[config.mk]
export PLATFORM = sky130hd
export DESIGN_NAME = mrc_digit_buffer
export DESIGN_NICKNAME = d
export VERILOG_FILES = /design/src/rtl/mrc_digit_buffer.sv
export SDC_FILE = /design/constraint.sdc
export NUM_CORES = 1
export LEC_CHECK = 0
export CAP_MARGIN = 0
export CORE_ASPECT_RATIO = 0.75
export CORE_MARGIN = 2
export CORE_UTILIZATION = 40
export CTS_CLUSTER_SIZE = 25
export DETAILED_ROUTE_END_ITERATION = 8
export SYNTH_ARGS = -nofsm -noshare
export SYNTH_HDL_FRONTEND = slang
export SYNTH_SLANG_ARGS = --single-unit
[constraint.sdc]
create_clock -name clk -period 4.9 [get_ports clk]
set_input_delay 1.225 -clock clk [delete_from_list [all_inputs] [get_ports clk]]
set_output_delay 1.225 -clock clk [all_outputs]
set_load 0.01 [all_outputs]
[src/rtl/mrc_digit_buffer.sv]
// -----------------------------------------------------------------------------
// mrc_digit_buffer
//
// Collects results from the fixed-latency, non-stallable residue stage
// (modulus 177147) and presents them to a consumer through a valid/ready
// handshake. A token pipe remembers which issue cycles carried real operands,
// so only those result cycles are captured. Issue is throttled by credits
// (FIFO occupancy + tokens in flight), which means the FIFO cannot overflow
// even though upstream can never be stalled.
//
// Optional feature: define MRC_RANGE_CHECK_EN to add the sticky range_err
// output, flagging any captured residue >= MODULUS.
//
// Ports:
//   clk, reset            rising-edge clock, synchronous active-high reset
//   issue_valid/last      operand issued upstream this cycle / final digit
//   issue_ready           upstream may issue this cycle (credit available)
//   mod_data_in           upstream result bus
//   out_valid/out_ready   head handshake
//   out_data/last/index   head residue digit, last flag, digit position
//   fifo_count            current FIFO occupancy
//   overflow_err          sticky; capture hit a full FIFO with no pop
//   range_err             (MRC_RANGE_CHECK_EN only) sticky; residue >= MODULUS
// -----------------------------------------------------------------------------
module mrc_digit_buffer #(
  parameter int DATA_WIDTH   = 18,
  parameter int MODULUS      = 177147,
  parameter int PIPE_LATENCY = 8,
  parameter int DEPTH        = 16,
  parameter int IDX_WIDTH    = 4
) (
  input  logic                    clk,
  input  logic                    reset,
  input  logic                    issue_valid,
  input  logic                    issue_last,
  output logic                    issue_ready,
  input  logic [DATA_WIDTH-1:0]   mod_data_in,
  output logic                    out_valid,
  input  logic                    out_ready,
  output logic [DATA_WIDTH-1:0]   out_data,
  output logic                    out_last,
  output logic [IDX_WIDTH-1:0]    out_index,
  output logic [$clog2(DEPTH):0]  fifo_count,
  output logic                    overflow_err
`ifdef MRC_RANGE_CHECK_EN
  ,
  output logic                    range_err
`endif
);

  localparam int PTR_W   = $clog2(DEPTH);
  localparam int CNT_W   = PTR_W + 1;
  localparam int ENTRY_W = DATA_WIDTH + 1 + IDX_WIDTH;

  logic [PIPE_LATENCY-1:0] tok_vld_p;
  logic [PIPE_LATENCY-1:0] tok_last_p;
  logic [CNT_W-1:0]        inflight;
  logic [IDX_WIDTH-1:0]    idx_cnt;
  logic [PTR_W-1:0]        rd_ptr;
  logic [PTR_W-1:0]        wr_ptr;
  logic [ENTRY_W-1:0]      mem [DEPTH];

  logic             issue_acc;
  logic             cap_valid;
  logic             cap_last;
  logic             fifo_full;
  logic             pop;
  logic             wr_en;
  logic [CNT_W:0]   credit_used;
  logic [ENTRY_W-1:0] head;

  // Credits come from registered state only; a pop frees its credit one
  // cycle later.
  assign credit_used = {1'b0, fifo_count} + {1'b0, inflight};
  assign issue_ready = credit_used < (CNT_W+1)'(DEPTH);
  assign issue_acc   = issue_valid & issue_ready;

  assign cap_valid = tok_vld_p[PIPE_LATENCY-1];
  assign cap_last  = tok_last_p[PIPE_LATENCY-1];

  assign fifo_full = (fifo_count == CNT_W'(DEPTH));
  assign out_valid = (fifo_count != '0);
  assign pop       = out_valid & out_ready;
  // When full, a simultaneous pop frees the slot being written (wr_ptr == rd_ptr).
  assign wr_en     = cap_valid & (~fifo_full | pop);

  // Head is gated so the outputs read zero whenever the FIFO is empty.
  assign head      = out_valid ? mem[rd_ptr] : '0;
  assign out_data  = head[ENTRY_W-1 -: DATA_WIDTH];
  assign out_last  = head[IDX_WIDTH];
  assign out_index = head[IDX_WIDTH-1:0];

  // Token pipe: stage 0 is the issue cycle, last stage lines up with mod_data_in
  always_ff @(posedge clk) begin
    if (reset) begin
      tok_vld_p  <= '0;
      tok_last_p <= '0;
    end else begin
      tok_vld_p[0]  <= issue_acc;
      tok_last_p[0] <= issue_last;
      for (int i = 1; i < PIPE_LATENCY; i++) begin
        tok_vld_p[i]  <= tok_vld_p[i-1];
        tok_last_p[i] <= tok_last_p[i-1];
      end
    end
  end

  // Control state: inflight count, occupancy, pointers, digit index, error flag
  always_ff @(posedge clk) begin
    if (reset) begin
      inflight     <= '0;
      fifo_count   <= '0;
      rd_ptr       <= '0;
      wr_ptr       <= '0;
      idx_cnt      <= '0;
      overflow_err <= 1'b0;
    end else begin
      case ({issue_acc, cap_valid})
        2'b10:   inflight <= inflight + CNT_W'(1);
        2'b01:   inflight <= inflight - CNT_W'(1);
        default: inflight <= inflight;
      endcase

      case ({wr_en, pop})
        2'b10:   fifo_count <= fifo_count + CNT_W'(1);
        2'b01:   fifo_count <= fifo_count - CNT_W'(1);
        default: fifo_count <= fifo_count;
      endcase

      if (wr_en) wr_ptr <= wr_ptr + PTR_W'(1);
      if (pop)   rd_ptr <= rd_ptr + PTR_W'(1);

      // The index advances on every capture, even a dropped one, so the
      // numbering of later digits stays tied to their issue order.
      if (cap_valid) idx_cnt <= cap_last ? '0 : idx_cnt + IDX_WIDTH'(1);

      if (cap_valid && fifo_full && !pop) overflow_err <= 1'b1;
    end
  end

  // Storage: data only, never reset
  always_ff @(posedge clk) begin
    if (wr_en) mem[wr_ptr] <= {mod_data_in, cap_last, idx_cnt};
  end

`ifdef MRC_RANGE_CHECK_EN
  localparam logic [DATA_WIDTH:0] MOD_LIM = (DATA_WIDTH+1)'(MODULUS);

  always_ff @(posedge clk) begin
    if (reset)
      range_err <= 1'b0;
    else if (cap_valid && ({1'b0, mod_data_in} >= MOD_LIM))
      range_err <= 1'b1;
  end
`endif

endmodule

==> metrics, run 1 <==
most common cell after layout, fill and taps aside=edfxtp_1; Final Hold Vio Count=0; CTS tree=done; Detailed Route Iter0 Violations=622; initial antenna violation count=0; Post-synth EDFFs=roughly 370; fmax=approximately 220 MHz; worst-skew pair later-pin latency=approximately 540 ps; clock skew=around 17 ps; maximum fanout along the worst path=23; Starting Density=40.6%; DRT antenna net count=0; total power draw=between 6 and 7 mW; H-tree Lvls=2; RSZ-0062 raised after global routing=no; critical path's slowest cell=or4_1; min Tclk post-route=~4500 ps; ant diodes=0; vias in the first global route=between 7000 and 8000; NetSw=between 1 and 1.5 mW; Final HPWL DP=18400 um; CP arrival=roughly 3300 ps; Die W=235 um; Total Wirelength=approximately 33000 um; Root Driver=clkbuf_16; Synth-to-Final Area Change=16.4%; number of I/O pins=54; # port buffers=53; status=finished, final reports clean; Nets=between 900 and 1000; critical path's largest stage delay=about 740 ps; total iterations of the first detailed-routing run=7; relative slew slack=55.9%; Setup Crit Path Kind=register to primary output; final routed DRC violation total=0; via count=approximately 7600; Seq pwr share=between 50% and 60%; Critical Path Source Type=register; first-pass GRT wire length=between 50000 and 60000 um; ys flop type=edfxtp_1; TNS Setup=0 ps; endpoints failing setup=0; Seq cells post-synth=approximately 400; Max Cap Viol=0; Synth Instances=roughly 800; WP data required=between 3000 and 4000 ps; routed len/inst=roughly 23 um; number of vias per cell=5.40; Worst-path clk slew=about 60 ps; total track usage=roughly 16%; CP cell instances=or4_1 > o211ai_4 > buf_4 > and2b_1 > a221o_1 > clkdlybuf4s50_1; Switching Fraction=19.2%; Num CTS Buffers=40; pin count of the biggest net entering global routing=57; Max clock buf depth=3; post-synthesis async set-or-reset flop share=0%; CP Capture Type=primary output; GR Overflow Total=0; clock power share=between 40 and 50%; Avg Inst Size Synth=20.5 um2; pwr/cell area=approximately 370 nW/um2; core area=~40000 um2; FP Rows=63; post-CTS setup buffers=0; synth warn=0; period utilisation layout=92.3%; Hold Path Class=register to register; share of cells above drive strength 1=23.7%; distinct cell type count after synthesis=46; VDD IR-drop max=about 250 uV; combinational share of power=about 1.1%; Syn Nets=about 820; die height=approximately 180 um; number of hold buffers added after CTS=0; internal power consumption=around 5.6 mW; fin. max-slew vios=0; worst slew pin tran=661 ps; cts repair resizes=0; CTS sink count=approximately 410; Die ar.=41700 um2; Seq/Total Area, Yosys=around three quarters; Leakage=5.92 nW; Synth Cell Area=between 15000 and 20000 um2; routability cong.=0.725; most frequent cells in the layout=edfxtp_1 (368), mux4_2 (92), clkdlybuf4s50_1 (53)
==> worst paths after layout <==
check        cells past startpoint                        from  slack, ps                          to
max                              6  fifo_count[0]$_SDFFE_PP0P_        380                out_data[17]
min                              1    tok_last_p[0]$_SDFF_PP0_        440    tok_last_p[1]$_SDFF_PP0_
max reg2reg                     11  fifo_count[0]$_SDFFE_PP0P_       1510  fifo_count[4]$_SDFFE_PP0P_
min reg2reg                      1    tok_last_p[0]$_SDFF_PP0_        440    tok_last_p[1]$_SDFF_PP0_
==> critical path: cells and delay by family (launching register included) <==
family / cells / cell delay [ps]
AOI/OAI and AO/OA: 2 / 500
buffers and inverters: 2 / 910
DFF: 1 / 370
and+or+nand+nor: 2 / 970
==> flip-flops by register name, indices dropped and copies added, names as in the netlist, named ones only <==
| register | cells |
|---|---|
| fifo_count | 5 |
| idx_cnt | 4 |
| inflight | 5 |
| mem | 368 |
| overflow_err | 1 |
| rd_ptr | 4 |
| tok_last_p | 8 |
| tok_vld_p | 8 |
| wr_ptr | 4 |
==> synth_stat cells (all sizes together), types with 8 or more instances <==
master  instances  area share [%]
inv             9            0.21
mux2           24             1.7
clkbuf         12            0.28
nor2b          39             1.5
xor2            8            0.44
a21oi          13            0.41
and2            8            0.31
a221o          23             1.4
dfxtp          43             5.4
ha             18             1.4
edfxtp        368              69
mux4           92              13
buf            27             1.2
nor2           37            0.93
==> cell families (layout without fill, tap and decap cells) <==
logic type | count (synthesis) | in the layout | synth area share [%]
buffers and inverters | 49 | 163 | 1.74
AO/OA/AOI/OAI | 49 | 49 | 2.49
flip-flops | 411 | 411 | 74.3
AND/OR/NAND/NOR | 121 | 121 | 4.38
adder cells (fa/ha/maj) | 20 | 20 | 1.65
multiplexers | 121 | 121 | 14.9
XOR/XNOR | 10 | 10 | 0.546
==> area by class of cell <==
class | count | area [um2]
Fill cell | 3214 | 20800
Multi-Input combinational cell | 321 | 3850
Timing Repair Buffer | 82 | 898
Clock buffer | 48 | 1070
Clock inverter | 23 | 233
Tap cell | 520 | 651
Sequential cell | 411 | 11900
Inverter | 10 | 37.5
==> through the flow <==
| step | worst slack, ps | instance area (um2) | util (%) | cells | hold slack (ps) |
|---|---|---|---|---|---|
| floorplan | 1570 | 16000 | - | 781 | 414 |
| global placement | 796 | 17400 | 44.0 | 1344 | 417 |
| detailed placement | 778 | 17400 | 44.0 | 1344 | 423 |
| CTS | 331 | 18700 | 47.3 | 1415 | 438 |
| global route | 282 | 18700 | 47.3 | 1415 | 454 |
| finish | 379 | 18700 | 47.3 | 1415 | 436 |
==> power by group through the flow <==
stage               Combinational, mW  Clock (mW)  Sequential (mW)
floorplan                      0.0202           0             3.88
global placement               0.0748           0             3.88
detailed placement             0.0767           0             3.88
CTS                            0.0767        3.13             3.81
global route                   0.0853        3.26             3.81
finish                         0.0754        3.06             3.81
==> layer usage <==
metal | wire, um | up-vias | share of wire, % | track usage (%)
met3 | 1480 | 47 | 4.5 | 2.72
met2 | 15400 | 170 | 46 | 25.5
met5 | 0 | - | 0 | 0
met4 | 509 | 0 | 1.5 | 3.51
li1 | - | 3351 | - | -
met1 | 15800 | 4067 | 48 | 23.9
Power figures use the tool's default switching activity.
==> run 2, diff against run 1 <==
--- a/config.mk
+++ b/config.mk
@@ -5,6 +5,7 @@
 export SDC_FILE = /design/constraint.sdc
 export NUM_CORES = 1
 export LEC_CHECK = 0
+export ABC_AREA = 1
 export CAP_MARGIN = 0
 export CORE_ASPECT_RATIO = 0.75
 export CORE_MARGIN = 2
==> run 2 against run 1 <==
Clock-buffer cell count up 2. Hold slack worse by 39 ps. Via count grew 41%. First-iteration DRC count grew 83%. Core utilization is 0.41 points lower. Global-route usage rose by 2.4 points. Combinational power rose to 35 times the previous value. Worst setup slack gained 71 ps. Synthesized area grew 4.7%. Sequential power rose by 4%. Register-to-register slack improved by 890 ps. Maximum frequency increased by 1.6%. Critical path type unchanged. Largest cell class unchanged.
==> metrics, run 2 <==
status=finished, final reports clean; Inst Count DP=2039 (+52%); cell taking the most area after synthesis=edfxtp_1; CTS sink count=411 (unchanged); Hold Path Class=register to register; most common cell after layout, fill and taps aside=nand2_1; worst-skew pair later-pin latency=540 ps (about the same); DRT antenna net count=0 (unchanged); Critical Path Source Type=register; FP Rows=64 (+1.6%); period utilisation layout=90.8% (-1.4 points); ant diodes=0 (unchanged); total track usage=18.6% (+2.4 points); most numerous cell in the Yosys netlist=nand2_1; VDD IR-drop max=299 uV (+21%); M3 GR Usage=3.03% (+0.30 points); routed len/inst=19.2 um (-18%); met2 GRT Util=29.4% (+3.9 points); Switching Fraction=32.1% (+13 points); routability cong.=0.753 (+3.8%); die height=181 um (+2.3%); CP Capture Type=primary output; min Tclk post-route=4450 ps (-70.6 ps); relative slew slack=51.9% (-3.9 points); fin. max-slew vios=0 (unchanged); Placement Setup Slack=987 ps (+209 ps); Detailed Route Iter0 Violations=1141 (+83%); via count=10785 (+41%); number of I/O pins=54 (unchanged); total power draw=9.62 mW (+39%); Seq pwr share=41.2% (-14 points); post-CTS setup buffers=0 (unchanged); clock skew=16.7 ps (-0.312 ps); cts repair resizes=0 (unchanged); Final Hold Vio Count=0 (unchanged); combinational share of power=27.7% (+27 points); Die W=241 um (+2.3%); final routed DRC violation total=0 (unchanged); internal power consumption=6.53 mW (+16%); TNS Setup=0 ps (unchanged); top cells by count, synth=nand2_1 (501), edfxtp_1 (368), nand3_1 (287); Syn Nets=1515 (+84%); Synth Instances=1472 (+88%); most frequent cells in the layout=nand2_1 (501), edfxtp_1 (368), nand3_1 (287); biggest regs=mem: 368 flops, tok_last_p: 8 flops, tok_vld_p: 8 flops; core area=41100 um2 (+4.0%); Starting Density=40.9% (+0.28 points); Total Wirelength=40400 um (+22%); Largest Register=mem; share of cells above drive strength 1=7.23% (-16 points); synth warn=0 (unchanged); ys flop type=edfxtp_1; number of hold buffers added after CTS=0 (unchanged); Synth Cell Area=16800 um2 (+4.7%); endpoints failing setup=0 (unchanged); vias in the first global route=10266 (+30%); fin cells=2111 (+49%); Nets=1562 (+72%); max reg flops=368 (unchanged); RSZ-0062 raised after global routing=no; Seq cells post-synth=411 (unchanged); Post-synth EDFFs=368 (unchanged); worst slew pin tran=721 ps (+59.8 ps); CP arrival=3230 ps (-70 ps); total iterations of the first detailed-routing run=6 (-1); post-synthesis async set-or-reset flop share=0% (unchanged); Seq/Total Area, Yosys=70.9% (-3.4 points); GRT busiest layer=met2; Leakage=6.96 nW (+18%); GR Overflow Total=0 (unchanged); Root Driver=clkbuf_16; first-pass GRT wire length=61700 um (+22%); NetSw=3.09 mW (+130%); Synth-to-Final Area Change=14.6%; WP data required=3670 ps (about the same); met1 usage=26.9% (+3.0 points); Avg Inst Size Synth=11.4 um2 (-44%); initial antenna violation count=0 (unchanged); Num CTS Buffers=39 (-2.5%); Setup Crit Path Kind=register to primary output; Die ar.=43700 um2 (+4.6%); Max clock buf depth=3 (unchanged); Final WS setup=449 ps (+70.6 ps); H-tree Lvls=2 (unchanged); Worst-path clk slew=60 ps (about the same); post-synth top area share=65.8% (-3.1 points); fmax=225 MHz (+1.6%); clock power share=31.1% (-13 points); Util after Layout=46.9% (-0.41 points); # port buffers=53 (unchanged); Final HPWL DP=20900 um (+14%); distinct cell type count after synthesis=26 (-43%); Synth area leaders=edfxtp_1 (66%), nand2_1 (11%), nand3_1 (8.6%); CTS tree=done; pwr/cell area=500 nW/um2 (+34%); pin count of the biggest net entering global routing=89 (+56%); number of vias per cell=5.11 (-5.3%); Max Cap Viol=0 (unchanged); maximum fanout along the worst path=50 (+120%)
-- run 2: kinds of logic (layout without fill, tap and decap cells) --
kind of cell               Yosys count  count (layout)  share of synthesized area, %
and+or+nand+nor                    845             845                          21.1
adders and majority gates           20              20                          1.58
AOI/OAI and AO/OA                   58              58                          1.79
xor gates and xnor gates             9               9                         0.469
buffers and inverters              129             207                          4.15
DFF                                411             411                          70.9
-- run 2: per-stage QoR --
step / hold slack [ps] / instance area, um2
after global routing: 412 / 19200
after global placement: 389 / 18000
after detailed placement: 393 / 18000
final: 397 / 19200
after floorplan: 388 / 16800
after CTS: 399 / 19200
-- run 2: path summary, 6_finish.rpt --
path	cells past startpoint	slack, ps	from	to
max	9	450	register	out_data[1]
min	2	400	tok_vld_p[3]$_SDFF_PP0_	tok_vld_p[4]$_SDFF_PP0_
max reg2reg	7	2400	fifo_count[1]$_SDFFE_PP0P_	mem[13][5]$_DFFE_PP_
min reg2reg	2	400	tok_vld_p[3]$_SDFF_PP0_	tok_vld_p[4]$_SDFF_PP0_
-- run 2: worst max-delay path, stage by stage (launching register included) --
cell and delay (ps):
dfxtp_4 520, inv_4 470, buf_4 390, nand2_1 90, nand3_1 90, nand3_1 90
nand2_1 100, nand2_1 60, a21oi_1 250, clkdlybuf4s50_1 590
-- run 2: per-layer routing --
metal,vias to the layer above,wire length (um)
li1,5174,-
met2,324,18300
met5,-,0
met3,58,2570
met4,0,723
met1,5229,18800
-- run 2: final cells by class --
class	count	area, um2
sequential	411	11900
multi-input combinational	932	4310
timing repair buffer	86	878
fill	3712	21800
clock buffer	50	1060
clock inverter	22	194
inverter	49	188
tap	561	702
-- run 2: power groups by stage --
stage	clock [mW]	sequential (mW)	combinational [mW]
after CTS	3.04	3.97	2.68
after global placement	0	4.04	2.65
after global routing	3.18	3.98	2.97
final	2.99	3.96	2.67
after detailed placement	0	4.04	2.67
after floorplan	0	3.97	1.84
